$ cat src/rtl/branch_unit_ras.sv
`default_nettype none
// ============================================================================
// Module   : branch_unit_ras
// Purpose  : PC register, jump/branch resolution, latched carry flag and a
//            circular return-address stack for call/return.
// Revision : 1.0 - initial release
// ============================================================================
module branch_unit_ras #(
    parameter int                ADDR_W    = 32,
    parameter int                RAS_DEPTH = 4,
    parameter logic [ADDR_W-1:0] RESET_PC  = '0
) (
    input  logic              clock,
    input  logic              reset,
    input  logic              stall,
    input  logic [1:0]        branch_ctrl,
    input  logic [4:0]        funct,
    input  logic [2:0]        alu_flags,
    input  logic              flags_valid,
    input  logic [ADDR_W-1:0] branch_address,
    input  logic [ADDR_W-1:0] read_1,
    output logic [ADDR_W-1:0] pc,
    output logic [ADDR_W-1:0] pc_plus,
    output logic [ADDR_W-1:0] pc_next,
    output logic              taken,
    output logic              ras_full,
    output logic              ras_empty,
    output logic              ras_overflow,
    output logic              ras_underflow
);

    localparam int                C_PTR_W = (RAS_DEPTH > 1) ? $clog2(RAS_DEPTH) : 1;
    localparam logic [C_PTR_W:0]  C_FULL  = (C_PTR_W+1)'(RAS_DEPTH);

    logic [ADDR_W-1:0]  pc_q, pc_d;
    logic               cflag_q;
    logic [ADDR_W-1:0]  ras_q [RAS_DEPTH];
    logic [C_PTR_W-1:0] top_q;
    logic [C_PTR_W:0]   cnt_q;
    logic               ovf_q, unf_q;

    logic               w_taken, w_push, w_pop, w_unf;
    logic [C_PTR_W-1:0] w_top_inc;

    assign pc            = pc_q;
    assign pc_plus       = pc_q + ADDR_W'(1);
    assign pc_next       = pc_d;
    assign taken         = w_taken;
    assign ras_full      = (cnt_q == C_FULL);
    assign ras_empty     = (cnt_q == '0);
    assign ras_overflow  = ovf_q;
    assign ras_underflow = unf_q;
    assign w_top_inc     = top_q + C_PTR_W'(1);

    always_comb begin
        pc_d    = pc_plus;
        w_taken = 1'b0;
        w_push  = 1'b0;
        w_pop   = 1'b0;
        w_unf   = 1'b0;
        case (branch_ctrl)
            2'b01: begin
                case (funct)
                    5'd0: begin pc_d = read_1; w_taken = 1'b1; end
                    5'd1: if (alu_flags[1])  begin pc_d = branch_address; w_taken = 1'b1; end
                    5'd2: if (alu_flags[0])  begin pc_d = branch_address; w_taken = 1'b1; end
                    5'd3: if (!alu_flags[0]) begin pc_d = branch_address; w_taken = 1'b1; end
                    default: ;
                endcase
            end
            2'b10: begin
                case (funct)
                    5'd0: begin pc_d = branch_address; w_taken = 1'b1; end
                    5'd1: if (cflag_q)  begin pc_d = branch_address; w_taken = 1'b1; end
                    5'd2: if (!cflag_q) begin pc_d = branch_address; w_taken = 1'b1; end
                    default: ;
                endcase
            end
            2'b11: begin
                if (funct == 5'd2) begin
                    // Return on an empty stack falls through and flags the underflow.
                    if (cnt_q != '0) begin
                        pc_d    = ras_q[top_q];
                        w_taken = 1'b1;
                        w_pop   = 1'b1;
                    end else begin
                        w_unf   = 1'b1;
                    end
                end else begin
                    pc_d    = branch_address;
                    w_taken = 1'b1;
                    w_push  = (funct == 5'd1);
                end
            end
            default: ;
        endcase
    end

    always_ff @(posedge clock) begin
        if (reset) begin
            pc_q    <= RESET_PC;
            cflag_q <= 1'b0;
            top_q   <= '0;
            cnt_q   <= '0;
            ovf_q   <= 1'b0;
            unf_q   <= 1'b0;
        end else if (!stall) begin
            pc_q <= pc_d;
            if (flags_valid) cflag_q <= alu_flags[2];
            if (w_push) begin
                top_q <= w_top_inc;
                if (cnt_q == C_FULL) ovf_q <= 1'b1;
                else                 cnt_q <= cnt_q + 1'b1;
            end else if (w_pop) begin
                top_q <= top_q - C_PTR_W'(1);
                cnt_q <= cnt_q - 1'b1;
            end
            if (w_unf) unf_q <= 1'b1;
        end
    end

    // Entry storage needs no reset: count gates every read.
    always_ff @(posedge clock) begin
        if (!reset && !stall && w_push) ras_q[w_top_inc] <= pc_plus;
    end

endmodule
`default_nettype wire

$ cat config.mk
export PLATFORM = sky130hd
export DESIGN_NAME = branch_unit_ras
export DESIGN_NICKNAME = d
export VERILOG_FILES = /design/src/rtl/branch_unit_ras.sv
export SDC_FILE = /design/constraint.sdc
export NUM_CORES = 1
export LEC_CHECK = 0
export ABC_CLOCK_PERIOD_IN_PS = 5310
export CAP_MARGIN = 5
export CORE_MARGIN = 4
export CORE_UTILIZATION = 58
export CTS_CLUSTER_DIAMETER = 60
export DETAILED_ROUTE_END_ITERATION = 7
export HOLD_SLACK_MARGIN = 0.08
export PLACE_DENSITY = 0.83
export SYNTH_ARGS = -nofsm -noshare
export SYNTH_HDL_FRONTEND = slang
export SYNTH_SLANG_ARGS = --single-unit
$ cat constraint.sdc
create_clock -name clock -period 5.31 [get_ports clock]
set_clock_uncertainty 0.2 [all_clocks]
set_input_delay 1.3275 -clock clock [delete_from_list [all_inputs] [get_ports clock]]
set_output_delay 1.3275 -clock clock [all_outputs]
set_load 0.01 [all_outputs]
# Yosys cells after proc, flatten, opt, wreduce, memory -nomap -nowiden
# Memory sizes are Yosys's and may differ from the RTL's. A register that Yosys moved wholly into a read port is not among the register bits.
# Cells that the tools add are included.
# Widths: inputs -> output; s select.
word_totals:
  ff_bits: 40
  mem_bits_rw: 128
  in_bits: 78
  word_cells: 70
  memories: 1
classes:
  add_sub_neg: 5
  eq_ne: 8
  n_mux: 36
  bitwise_logic: 1
  reduce_logical: 13
memory_table:
  columns: ["name", "depth", "width", "rd", "rd_clocked_by_memory_dff", "write_ports", "line_no", "source"]
  rows:
  - ["ras_q", 4, 32, 1, 1, 1, "37", "logic [ADDR_W-1:0] ras_q [RAS_DEPTH];"]
ops:
  columns: ["operator", "n"]
  rows:
  - ["$mux 32", 7]
  - ["$pmux 32 s3", 2]
  - ["$pmux 32 s4", 1]
  - ["$add 32x1->32 const B", 1]
  - ["$mux 1", 16]
  - ["$eq 5x2->1 const B", 2]
  - ["$mux 3", 3]
  - ["$mux 2", 4]
  - ["$pmux 1 s3", 2]
  - ["$reduce_and 2->1", 3]
  - ["$reduce_and 3->1", 2]
  - ["$eq 5x1->1 const B", 1]
  - ["$logic_not 5->1", 1]
  - ["$eq 2x2->1 const B", 2]
  - ["$pmux 1 s4", 1]
  - ["$add 3x1->3 const B", 1]
  - ["$eq 3x3->1 const B", 1]
  - ["$logic_not 3->1", 1]
  - ["$reduce_bool 3->1", 1]
  - ["$sub 3x1->3 const B", 1]
  - ["$add 2x1->2 const B", 1]
  - ["$eq 2x1->1 const B", 1]
  - ["$logic_and 1x1->1", 2]
  - ["$logic_not 1->1", 2]
  - ["other kinds (4)", 4]

# Logic depth before layout (Yosys ltp)
logic_depth:
  word_depth: 8
  depth_mapped: 10

# Worst setup path before layout
# OpenSTA, ideal clock, no wires.
synth_timing:
  path_kind: "input-to-output"
  startpoint: "input port funct[3]"
  endpoint: "output port pc_next[31]"
  arrival_ns: 2.945
  setup_slack_ns: 0.838
  stages: 7
  path_buffers: 2
  cell_sequence: "or3_4 -> buf_2 -> nor2_1 -> buf_2 -> o21ai_0 -> a222oi_1 -> a21oi_1"
synth_via:
  elab_chain_len: 3
synth_rtl:
  columns: ["element", "line_no", "source"]
  rows:
  - ["start, declared", "17", "input logic [4:0] funct,"]
  - ["$eq 5x2->1 (tied with other cells)", "63", "case (funct)"]
  - ["$pmux 32 s4 (tied with other cells)", "63", null]
  - ["$pmux 32 s3 (*)", "61", "case (branch_ctrl)"]
  - ["end, declared", "24", "output logic [ADDR_W-1:0] pc_next,"]
# Every way passes the cells marked *; elsewhere a longest branch is shown, timed or not.

# Worst setup path in the final report
layout_timing:
  startpoint: "input port funct[4]"
  endpoint: "output port pc_next[26]"
# Same word-level chain as after synthesis.

==> summary.txt <==
Run
  • Max_cap viols: 0

STA
  • Final setup vio count: 0
  • Worst-Margin Slew: a little over 1 ns
  • Final period demand of the worst path: roughly 5.3 ns
  • Final worst path period share: 99.1%
  • Max Freq: about 190 MHz
  • Hold WS: 0.288 ns
  • Setup WS post-layout: around 0.045 ns
  • Final Hold Fails: 0
  • Slew margin rel.: around a third
  • Max Slew Vio Count: 0
  • Total negative slack: 0 ns

Worst hold path
  • Hold WC Path Type: reg -> reg

Power and ir drop
  • Leak: between 5 and 6 nW
  • P per Cell Area: between 200 and 250 nW/µm²
  • Worst VDD drop: about 0.24 mV

Floorplan
  • Rows: 47
  • DIE AREA: around 19000 µm²
  • Top-Level Pins: about 180
  • Die width: about 140 µm
  • Initial Util: 59.3%
  • Core Area: ~17000 µm²
  • Die Span Y: ~140 µm

Placed design
  • Port buffer count: 178
  • Placed Cells: approximately 1400
  • Setup slack after placement: -0.363 ns
  • GP Congestion: about 1.0
  • Post-DP HPWL: approximately 28000 µm

Layout
  • Most common library cell in the layout ignoring fill and taps: buf_4
  • Antenna cell count: 0
  • Non-Filler Instances: ~1500
  • Area delta synth->final: 40.7%
  • Most frequent cells in the layout: buf_4, clkdlybuf4s50_1, edfxtp_1
  • Util after Layout: between 80% and 90%
  • Layout net count: about 1300
  • Share of cells above drive strength 1: between 20% and 30%

Synth
  • Number of synthesized flops with an enable pin: 128
  • Async set-reset flop share out of synthesis: 0%
  • Sequential-to-total area share from yosys stat: 47.5%
  • Syn Std Cell Area: 9870 µm²
  • Synthesized instance count: ~940
  • #FFs+latches synth: 170
  • Main flop type after synthesis: edfxtp_1
  • Synthesized Nets: between 1000 and 1500
  • Syn Area/Cell: 10.5 µm²
  • Yosys warning count: 0
  • Netlist cell types: 93

CTS
  • Bufs on Longest Clock Path: 2
  • CTS sink count: 170
  • H-tree lvl count: 4
  • Clock slew at reported path FFs: 0.07 ns
  • Clk root buf: clkbuf_16
  • CTS tree: yes
  • Clk_lat worst skew: 0.44 ns
  • CTS buffer count: 17

Worst setup path
  • Worst path slowest cell: clkdlybuf4s50_1
  • Max incr delay on CP: 0.44 ns
  • Cell chain of the critical path: clkdlybuf4s50_1 -> buf_4 -> nor3_4 -> buf_4 -> nand3_2 -> buf_8 -> buf_4 -> nor2_1 -> o21ai_1 -> nand2b_1 -> a21oi_1 -> nor2_1 -> dlygate4sd2_1
  • Setup crit end kind: output port
  • Top cell by count, worst path: buf_4
  • Req. time, crit path: ~3.8 ns
  • Crit path kind: in -> out
  • CP Data Arrival Time: approximately 3.7 ns
  • CP Launch Type: primary input
  • CP max FO: 6

Routing
  • DRC Markers: 0
  • DRT iter0 DRCs: 1963
  • Final wirelength: 41200 µm
  • Drt pass-1 iters: 8
  • Vias per inst: 7.09
  • Routed length per placed instance: about 28 µm
  • Antenna viol nets, final: 0
  • Routed vias: around 10000

Outcome
  • Status: completed

Global route
  • Initial antenna violation count: 1
  • Largest net degree at the start of global routing: 39
  • Total gr overflow: 0
  • First-pass GRT wire length: 61200 µm
  • Vias in the first global route: between 10000 and 15000
  • All-Layer GR Usage: between 40% and 50%
## sequential cells by signal (all words and copies together) (netlist names), named ones only
signal / flops
pc: 32
cflag_q: 1
ras_underflow: 1
ras_overflow: 1
ras_q: 128
cnt_q: 3
top_q: 2
## power by group
| group | switching (mW) | internal (mW) | total [mW] | leakage [nW] |
|---|---|---|---|---|
| combinational | 0.360 | 0.313 | 0.672 | 3.50 |
| sequential | 0.0352 | 1.45 | 1.48 | 1.50 |
| clock | 0.570 | 0.610 | 1.18 | 0.260 |
## cell type report
| class | count | area (µm²) |
|---|---|---|
| Multi-Input combinational cell | 671 | 5050 |
| Sequential cell | 170 | 4690 |
| Timing Repair Buffer | 359 | 3230 |
| Fill cell | 945 | 2760 |
| Clock buffer | 19 | 433 |
| Tap cell | 220 | 275 |
| Clock inverter | 13 | 108 |
| Inverter | 26 | 97.6 |
## routing by layer
metal | track usage [%] | wire length [µm] | vias to the layer above
met1 | 52.2 | 13800 | 4787
li1 | - | - | 4259
met2 | 65.0 | 18200 | 1131
met4 | 25.5 | 3220 | 0
met5 | 0 | 0 | -
met3 | 9.98 | 5970 | 308
## critical path: cells and delay by family
kind / cells / cell delay, ns
buf+inv: 6 / 1.40
simple gates: 5 / 0.71
compound gates: 2 / 0.30
## cells in the mapped netlist (11+ instances only)
master    instances  area share, %
inv_1            25           0.95
buf_2            23            1.2
dfxtp_1          42            8.5
nor2_1           89            3.4
a21oi_1          68            3.4
a31oi_1          14           0.89
clkbuf_1         38            1.4
o21a_1           14            1.1
edfxtp_1        128             39
nand3_1          23            1.2
mux4_2           32            7.3
nand2_1          77            2.9
a211oi_1         11           0.84
xnor2_1          17            1.5
nor3_1           29            1.5
o21ai_0          51            2.6
## stage by stage
step	cell area, µm²	total power, mW
2_1_floorplan	9870	1.76
3_3_place_gp	13000	2.13
3_5_place_dp	13000	2.13
4_1_cts	13700	3.29
5_1_grt	13900	3.42
6_report	13900	3.33
## path summary, 6_finish.rpt
check                                                from                        end  slack, ns  depth (start not counted)
worst min-delay path            ras_overflow$_SDFFE_PP0P_  ras_overflow$_SDFFE_PP0P_       0.29                          2
worst min register to register  ras_overflow$_SDFFE_PP0P_  ras_overflow$_SDFFE_PP0P_       0.29                          2
worst max-delay path                             funct[4]                pc_next[26]       0.05                         13
worst max register to register         pc[6]$_SDFFE_PP0N_        pc[31]$_SDFFE_PP0N_       1.99                          9
## kinds of logic after synthesis
| kind of cell | synth area share (%) |
|---|---|
| compound gates | 21.0 |
| xor+xnor | 3.08 |
| fa+ha+maj | 0.837 |
| buf+inv | 4.23 |
| flops | 47.5 |
| mux | 7.83 |
| simple gates | 15.6 |
## repair_timing
item / CTS / global route
setup endpoints to repair: 32 / 24
setup buffers: 2 / 7
gates resized for setup: 64 / 43
pin swaps: 2 / 12
hold buffers: 0 / 0
Power figures use the tool's default switching activity.
